--- config.mk ---
export PLATFORM = sky130hd
export DESIGN_NAME = rs422_link_sched
export DESIGN_NICKNAME = d
export VERILOG_FILES = /design/src/rtl/rs422_link_sched.sv
export SDC_FILE = /design/constraint.sdc
export NUM_CORES = 1
export LEC_CHECK = 0
export ABC_CLOCK_PERIOD_IN_PS = 8430
export CAP_MARGIN = 20
export CORE_MARGIN = 10
export CORE_UTILIZATION = 62
export DETAILED_ROUTE_END_ITERATION = 8
export PLACE_DENSITY_LB_ADDON = 0.3
export SYNTH_ARGS = -nofsm -noshare
export SYNTH_HDL_FRONTEND = slang
export SYNTH_SLANG_ARGS = --single-unit
--- constraint.sdc ---
create_clock -name clk -period 8.43 [get_ports clk]
set_clock_uncertainty 0.15 [all_clocks]
set_input_delay 1.686 -clock clk [delete_from_list [all_inputs] [get_ports clk]]
set_output_delay 1.686 -clock clk [all_outputs]
set_load 0.05 [all_outputs]
--- src/rtl/rs422_link_sched.sv ---
// rs422_link_sched: queues HDLC commands, arbitrates them against self-check runs, and sequences engine starts with timeout and guard gap
module rs422_link_sched #(
  parameter int DEPTH          = 4,
  parameter int TIMEOUT_CYCLES = 2000000,
  parameter int GAP_CYCLES     = 8
) (
  input  logic        clk,
  input  logic        rstn,
  input  logic        cmd_push,
  input  logic [31:0] cmd_word,
  input  logic        selfcheck_req,
  input  logic        status_clear,
  input  logic        sc_finish,
  input  logic        hdlc_tx_finish,
  input  logic        hdlc_rx_finish,
  output logic        hdlc_start,
  output logic [31:0] hdlc_cmd,
  output logic        selfcheck_start,
  output logic        abort,
  output logic        busy,
  output logic [1:0]  mode,
  output logic [4:0]  fifo_level,
  output logic        err_overflow,
  output logic        err_timeout,
  output logic [15:0] done_cnt
);
  localparam int          AW       = $clog2(DEPTH);
  localparam logic [23:0] TMO_LAST = 24'(TIMEOUT_CYCLES - 1);
  localparam logic [31:0] GAP_LAST = 32'(GAP_CYCLES - 1);
  typedef enum logic [1:0] {IDLE, SC_RUN, HD_RUN, GAP} state_t;
  state_t        r_state;
  logic [31:0]   r_mem [DEPTH];
  logic [AW-1:0] r_wr_ptr, r_rd_ptr;
  logic          r_sc_pend, r_tx_seen, r_rx_seen;
  logic [23:0]   r_tmo_cnt;
  logic [31:0]   r_gap_cnt;
  logic          w_empty, w_full, w_sc_want, w_sc_go, w_pop, w_accept, w_drop;
  logic          w_tx, w_rx, w_done, w_tmo, w_run;
  assign w_empty   = fifo_level == 5'd0;
  assign w_full    = fifo_level == 5'(DEPTH);
  assign w_sc_want = r_sc_pend | selfcheck_req;
  assign w_sc_go   = (r_state == IDLE) & w_sc_want;
  // A push into an empty FIFO while IDLE is popped in the same cycle so the start comes one cycle later
  assign w_pop     = (r_state == IDLE) & ~w_sc_want & (~w_empty | cmd_push);
  assign w_accept  = cmd_push & (~w_full | w_pop);
  assign w_drop    = cmd_push & ~w_accept;
  assign w_tx      = r_tx_seen | hdlc_tx_finish;
  assign w_rx      = r_rx_seen | hdlc_rx_finish;
  assign w_run     = (r_state == SC_RUN) | (r_state == HD_RUN);
  assign w_done    = ((r_state == SC_RUN) & sc_finish) | ((r_state == HD_RUN) & w_tx & w_rx);
  assign w_tmo     = w_run & ~w_done & (r_tmo_cnt == TMO_LAST);
  // FIFO storage; contents become unreachable once the pointers reset
  always_ff @(posedge clk)
    if (w_accept) r_mem[r_wr_ptr] <= cmd_word;
  // FIFO pointers and occupancy
  always_ff @(posedge clk or negedge rstn)
    if (!rstn) begin
      r_wr_ptr   <= '0;
      r_rd_ptr   <= '0;
      fifo_level <= 5'd0;
    end else begin
      if (w_accept) r_wr_ptr <= r_wr_ptr + 1'b1;
      if (w_pop) r_rd_ptr <= r_rd_ptr + 1'b1;
      fifo_level <= fifo_level + 5'(w_accept) - 5'(w_pop);
    end
  // Scheduler FSM with registered start/abort pulses, status and counters
  always_ff @(posedge clk or negedge rstn)
    if (!rstn) begin
      r_state         <= IDLE;
      r_sc_pend       <= 1'b0;
      r_tx_seen       <= 1'b0;
      r_rx_seen       <= 1'b0;
      r_tmo_cnt       <= 24'd0;
      r_gap_cnt       <= 32'd0;
      hdlc_start      <= 1'b0;
      hdlc_cmd        <= 32'd0;
      selfcheck_start <= 1'b0;
      abort           <= 1'b0;
      busy            <= 1'b0;
      mode            <= 2'b00;
      err_overflow    <= 1'b0;
      err_timeout     <= 1'b0;
      done_cnt        <= 16'd0;
    end else begin
      hdlc_start      <= 1'b0;
      selfcheck_start <= 1'b0;
      abort           <= 1'b0;
      r_sc_pend       <= w_sc_want & ~w_sc_go;
      err_overflow    <= w_drop | (err_overflow & ~status_clear);
      err_timeout     <= w_tmo | (err_timeout & ~status_clear);
      r_tmo_cnt       <= r_tmo_cnt + 24'd1;
      case (r_state)
        IDLE:
          if (w_sc_go) begin
            r_state         <= SC_RUN;
            selfcheck_start <= 1'b1;
            busy            <= 1'b1;
            mode            <= 2'b01;
            r_tmo_cnt       <= 24'd0;
          end else if (w_pop) begin
            r_state    <= HD_RUN;
            hdlc_start <= 1'b1;
            hdlc_cmd   <= w_empty ? cmd_word : r_mem[r_rd_ptr];
            busy       <= 1'b1;
            mode       <= 2'b10;
            r_tmo_cnt  <= 24'd0;
          end
        SC_RUN, HD_RUN:
          if (w_done | w_tmo) begin
            r_state   <= GAP;
            mode      <= 2'b00;
            r_gap_cnt <= 32'd0;
            r_tx_seen <= 1'b0;
            r_rx_seen <= 1'b0;
            abort     <= w_tmo;
            done_cnt  <= done_cnt + 16'(w_done);
          end else begin
            r_tx_seen <= w_tx & (r_state == HD_RUN);
            r_rx_seen <= w_rx & (r_state == HD_RUN);
          end
        GAP:
          if (r_gap_cnt == GAP_LAST) begin
            r_state <= IDLE;
            busy    <= 1'b0;
          end else r_gap_cnt <= r_gap_cnt + 32'd1;
      endcase
    end
endmodule

==> flow_summary_export.csv <==
group,metric,value,unit
status,status,"finished, final reports clean",
cts,cts_tree,"built",
cts,cts_hold_buf,0,
synthesis,synthesis.instances,856,
worst_setup_path,critPathRequiredTime,8.70,ns
cts,post_cts_buffers,0,
power_and_ir_drop,vdd_drop_max,0.2300,mV
worst_setup_path,crit_start,"selfcheck_req",
synthesis,synth_top_family_by_area,"simple AND/OR/NAND/NOR gates",
power_and_ir_drop,power_frac_comb,0.359,
cts,cts.path.max_buffers,3,
timing,tns,0,ns
worst_setup_path,path_buf_inv,6,
synthesis,synthAdderAreaFrac,0.02163,
synthesis,yosys.area.top_type,"edfxtp_1",
timing,period_needed,4.584,ns
worst_setup_path,crit_path_start_kind,"primary input",
worst_setup_path,path_cells,"clkdlybuf4s50_1, nor2_1, nand2_1, or2_2, buf_16, inv_1, ha_1, inv_1, ha_1, inv_1, fa_1, inv_1, a21oi_1, nor2_1, nor2_1, xnor2_1",
synthesis,synth.avg_cell_area,13.25,um2
cells_and_area,layout_common_cells,"edfxtp_1 (128), dfrtp_1 (124), clkdlybuf4s50_1 (99), nand2_1 (65), nor2_1 (50)",
synthesis,synth_compound_area_frac,0.06941,
global_route,grt_pass1_wl,40830,um
power_and_ir_drop,switching_share,0.3692,
synthesis,synthMuxAreaShare,0.09766,
timing,setup_ws,3.846,ns
global_route,grt_pass1_vias,7571,
timing,worst_pin_slew,0.9104,ns
global_route,grt_max_degree,71,
worst_setup_path,cpPeakStageDelay,0.57,ns
cells_and_area,syn_to_final_growth,18.34,%
timing,finalCritPeriodShare,0.5438,
cts,post_cts_resized,0,
cts,clock_latency,0.54,ns
synthesis,ys_ff_latch,254,
route,wire_per_inst,20.99,um
floorplanning,start_util,0.6312,
timing,fmax,218.1,MHz
timing,rsz0062_at_grt,"no",
cells_and_area,final_common_cell,"edfxtp_1",
worst_setup_path,crit_arrival,4.86,ns
route,routed_wl,25210,um
global_route,grt_overflow,0,
synthesis,synthSimpleGateAreaFrac,0.1358,
route,drc,0,
route,drtIter0Drc,514,
synthesis,syn_area,11340,um2
floorplanning,io_pins,101,
worst_setup_path,end_kind,"flip-flop",
synthesis,synth_ff_type,"edfxtp_1",
timing,maxSlewHeadroom,0.3930,
cts,clk_pin_slew,0.06,ns
floorplanning,die_area,24100,um2
global_route,antenna_found_initial,0,
worst_setup_path,slowest_stage,"or2_2",
synthesis,synthTopCellsByArea,"edfxtp_1 (34%), dfrtp_1 (28%), mux4_2 (6.4%)",
cells_and_area,diodes,0,
floorplanning,fp-row-count,49,
synthesis,synth_edf_count,128,
worst_setup_path,critical_path_class,"primary input to flip-flop",
floorplanning,die_y,155.2,um
cells_and_area,layout-drive-gt1-share,0.1029,
route,detail-route-antenna-nets,0,
synthesis,async_flop_share,0.4961,
power_and_ir_drop,p_leak,5.351,nW
route,vias_per_cell,6.162,
synthesis,synth_top_area_share,0.3390,
power_and_ir_drop,p_int,0.002887,W
place,dp.final_hpwl,15750,um
synthesis,syn_nets,915,
timing,hold_violations,0,
worst_setup_path,r2r_start,"fifo_level[2]$_DFF_PN0_",
synthesis,yosysWarnings,0,
power_and_ir_drop,pwr-share-seq,0.386,
global_route,grt_usage,0.2063,
cts,h-tree-depth,1,
place,pre_cts_ws,3.268,ns
worst_setup_path,cp_max_fo,39,
hold_path,hold_path_class,"flip-flop to flip-flop",
place,port_buffers,100,
cts,clock_sinks,254,
worst_setup_path,cp_common_cell,"inv_1",
route,firstDrtPassIters,5,
synthesis,synthXorXnorAreaFrac,0.03013,
route,num_vias,7401,
floorplanning,die_w,155.2,um
cts,cts_inserted_buffers,26,
floorplanning,coreArea,17960,um2
worst_setup_path,cp_top_family,"simple AND/OR/NAND/NOR gates",
timing,drv_slew,0,
power_and_ir_drop,p_sw,0.001689,W
synthesis,yosysUniqueCellTypes,66,
cells_and_area,nNetsFinal,1011,
synthesis,ys_seq_area_frac,0.6171,
cts,root_buffer,"clkbuf_16",
place,globalplace.congestion,0.8253,
power_and_ir_drop,clkPwrFrac,0.255,
hold_path,hp-start,"hdlc_cmd[25]$_DFFE_PN0P_",
power_and_ir_drop,power_density,341.1,nW/um2
job,drv_cap,0,
timing,setup_violations,0,
-- worst paths after layout --
| check | end | slack (ns) | cells after the start |
|---|---|---|---|
| min in group asynchronous | r_rx_seen$_DFFE_PN0N_ | 1.07 | 1 |
| hold reg to reg | hdlc_cmd[25]$_DFFE_PN0P_ | 0.34 | 2 |
| hold / removal | hdlc_cmd[25]$_DFFE_PN0P_ | 0.34 | 2 |
| max in group asynchronous | r_rd_ptr[1]$_DFFE_PN0P_ | 5.63 | 2 |
| setup / recovery | fifo_level[4]$_DFF_PN0_ | 3.85 | 16 |
| setup reg to reg | fifo_level[4]$_DFF_PN0_ | 3.97 | 18 |
-- Yosys cell counts (3+ instances only) --
cell type,n
nand3_1,35
buf_2,10
mux4_2,32
o211ai_1,3
nor4b_1,3
or4_1,3
or2_2,3
buf_6,4
a22o_1,7
dfrtp_1,126
a21o_1,3
mux2i_1,33
mux2_2,5
nand4_1,24
xnor2_1,34
edfxtp_1,128
clkbuf_1,28
nand2_1,65
o21ai_0,48
a21oi_1,8
o41ai_1,3
ha_1,18
a221o_1,16
nor4bb_1,7
xor2_1,5
nor2_1,50
inv_1,31
and3_1,17
nor3_1,14
and4_1,6
nand2b_1,3
o22ai_1,3
a211o_1,5
and2_1,12
nor4_1,17
or3_1,9
-- power groups by stage --
stage | clock [W] | combinational (W) | sequential, W
floorplan | 0 | 0.000896 | 0.00203
global placement | 0 | 0.00161 | 0.00176
detailed placement | 0 | 0.00163 | 0.00178
CTS | 0.00118 | 0.00165 | 0.00176
global route | 0.00123 | 0.00177 | 0.00179
finish | 0.00117 | 0.00164 | 0.00177
-- tightest hold or removal path: cells and delay by family, from the launching register on --
kind            cells  cell delay [ns]
simple gates        1             0.05
compound gates      1             0.06
flops               1             0.34
-- flip-flops by register name, summed over array words and instances, names as in the netlist --
register / count
abort: 1
busy: 1
done_cnt: 16
err_overflow: 1
err_timeout: 1
fifo_level: 5
hdlc_cmd: 32
hdlc_start: 1
mode: 2
r_gap_cnt: 32
r_mem: 128
r_rd_ptr: 2
r_rx_seen: 1
r_sc_pend: 1
r_state: 2
r_tmo_cnt: 24
r_tx_seen: 1
r_wr_ptr: 2
selfcheck_start: 1
-- routing by layer --
layer,GRT usage,up-vias,wire length [um]
met3,0.03915,37,1387
met4,0.04055,0,393
li1,-,3418,-
met2,0.3522,218,12970
met5,0,-,0
met1,0.2713,3728,10460
-- per-stage QoR --
stage,std cells,instance area (um2),util,hold slack [ns],total power [W]
floorplan,856,11340,-,0.2976,0.002929
global placement,1152,12510,0.6964,0.3142,0.003371
detailed placement,1152,12510,0.6964,0.3230,0.003407
CTS,1200,13390,0.7454,0.3364,0.004604
global route,1201,13420,0.7470,0.3639,0.004800
finish,1201,13420,0.7470,0.3350,0.004577
-- cells by family after synthesis --
| family | after synthesis |
|---|---|
| compound gates | 114 |
| buf+inv | 74 |
| flops | 254 |
| mux | 70 |
| fa+ha+maj | 19 |
| xor+xnor | 39 |
| simple gates | 286 |
-- area by class of cell --
class,instances,area [um2]
Tap cell,229,286.5
Timing Repair Buffer,111,1101
Clock inverter,14,190.2
Sequential cell,254,6999
Inverter,31,116.4
Multi-Input combinational cell,528,4034
Fill cell,1101,4546
Clock buffer,34,690.7
(Power assumes the default switching activity.)
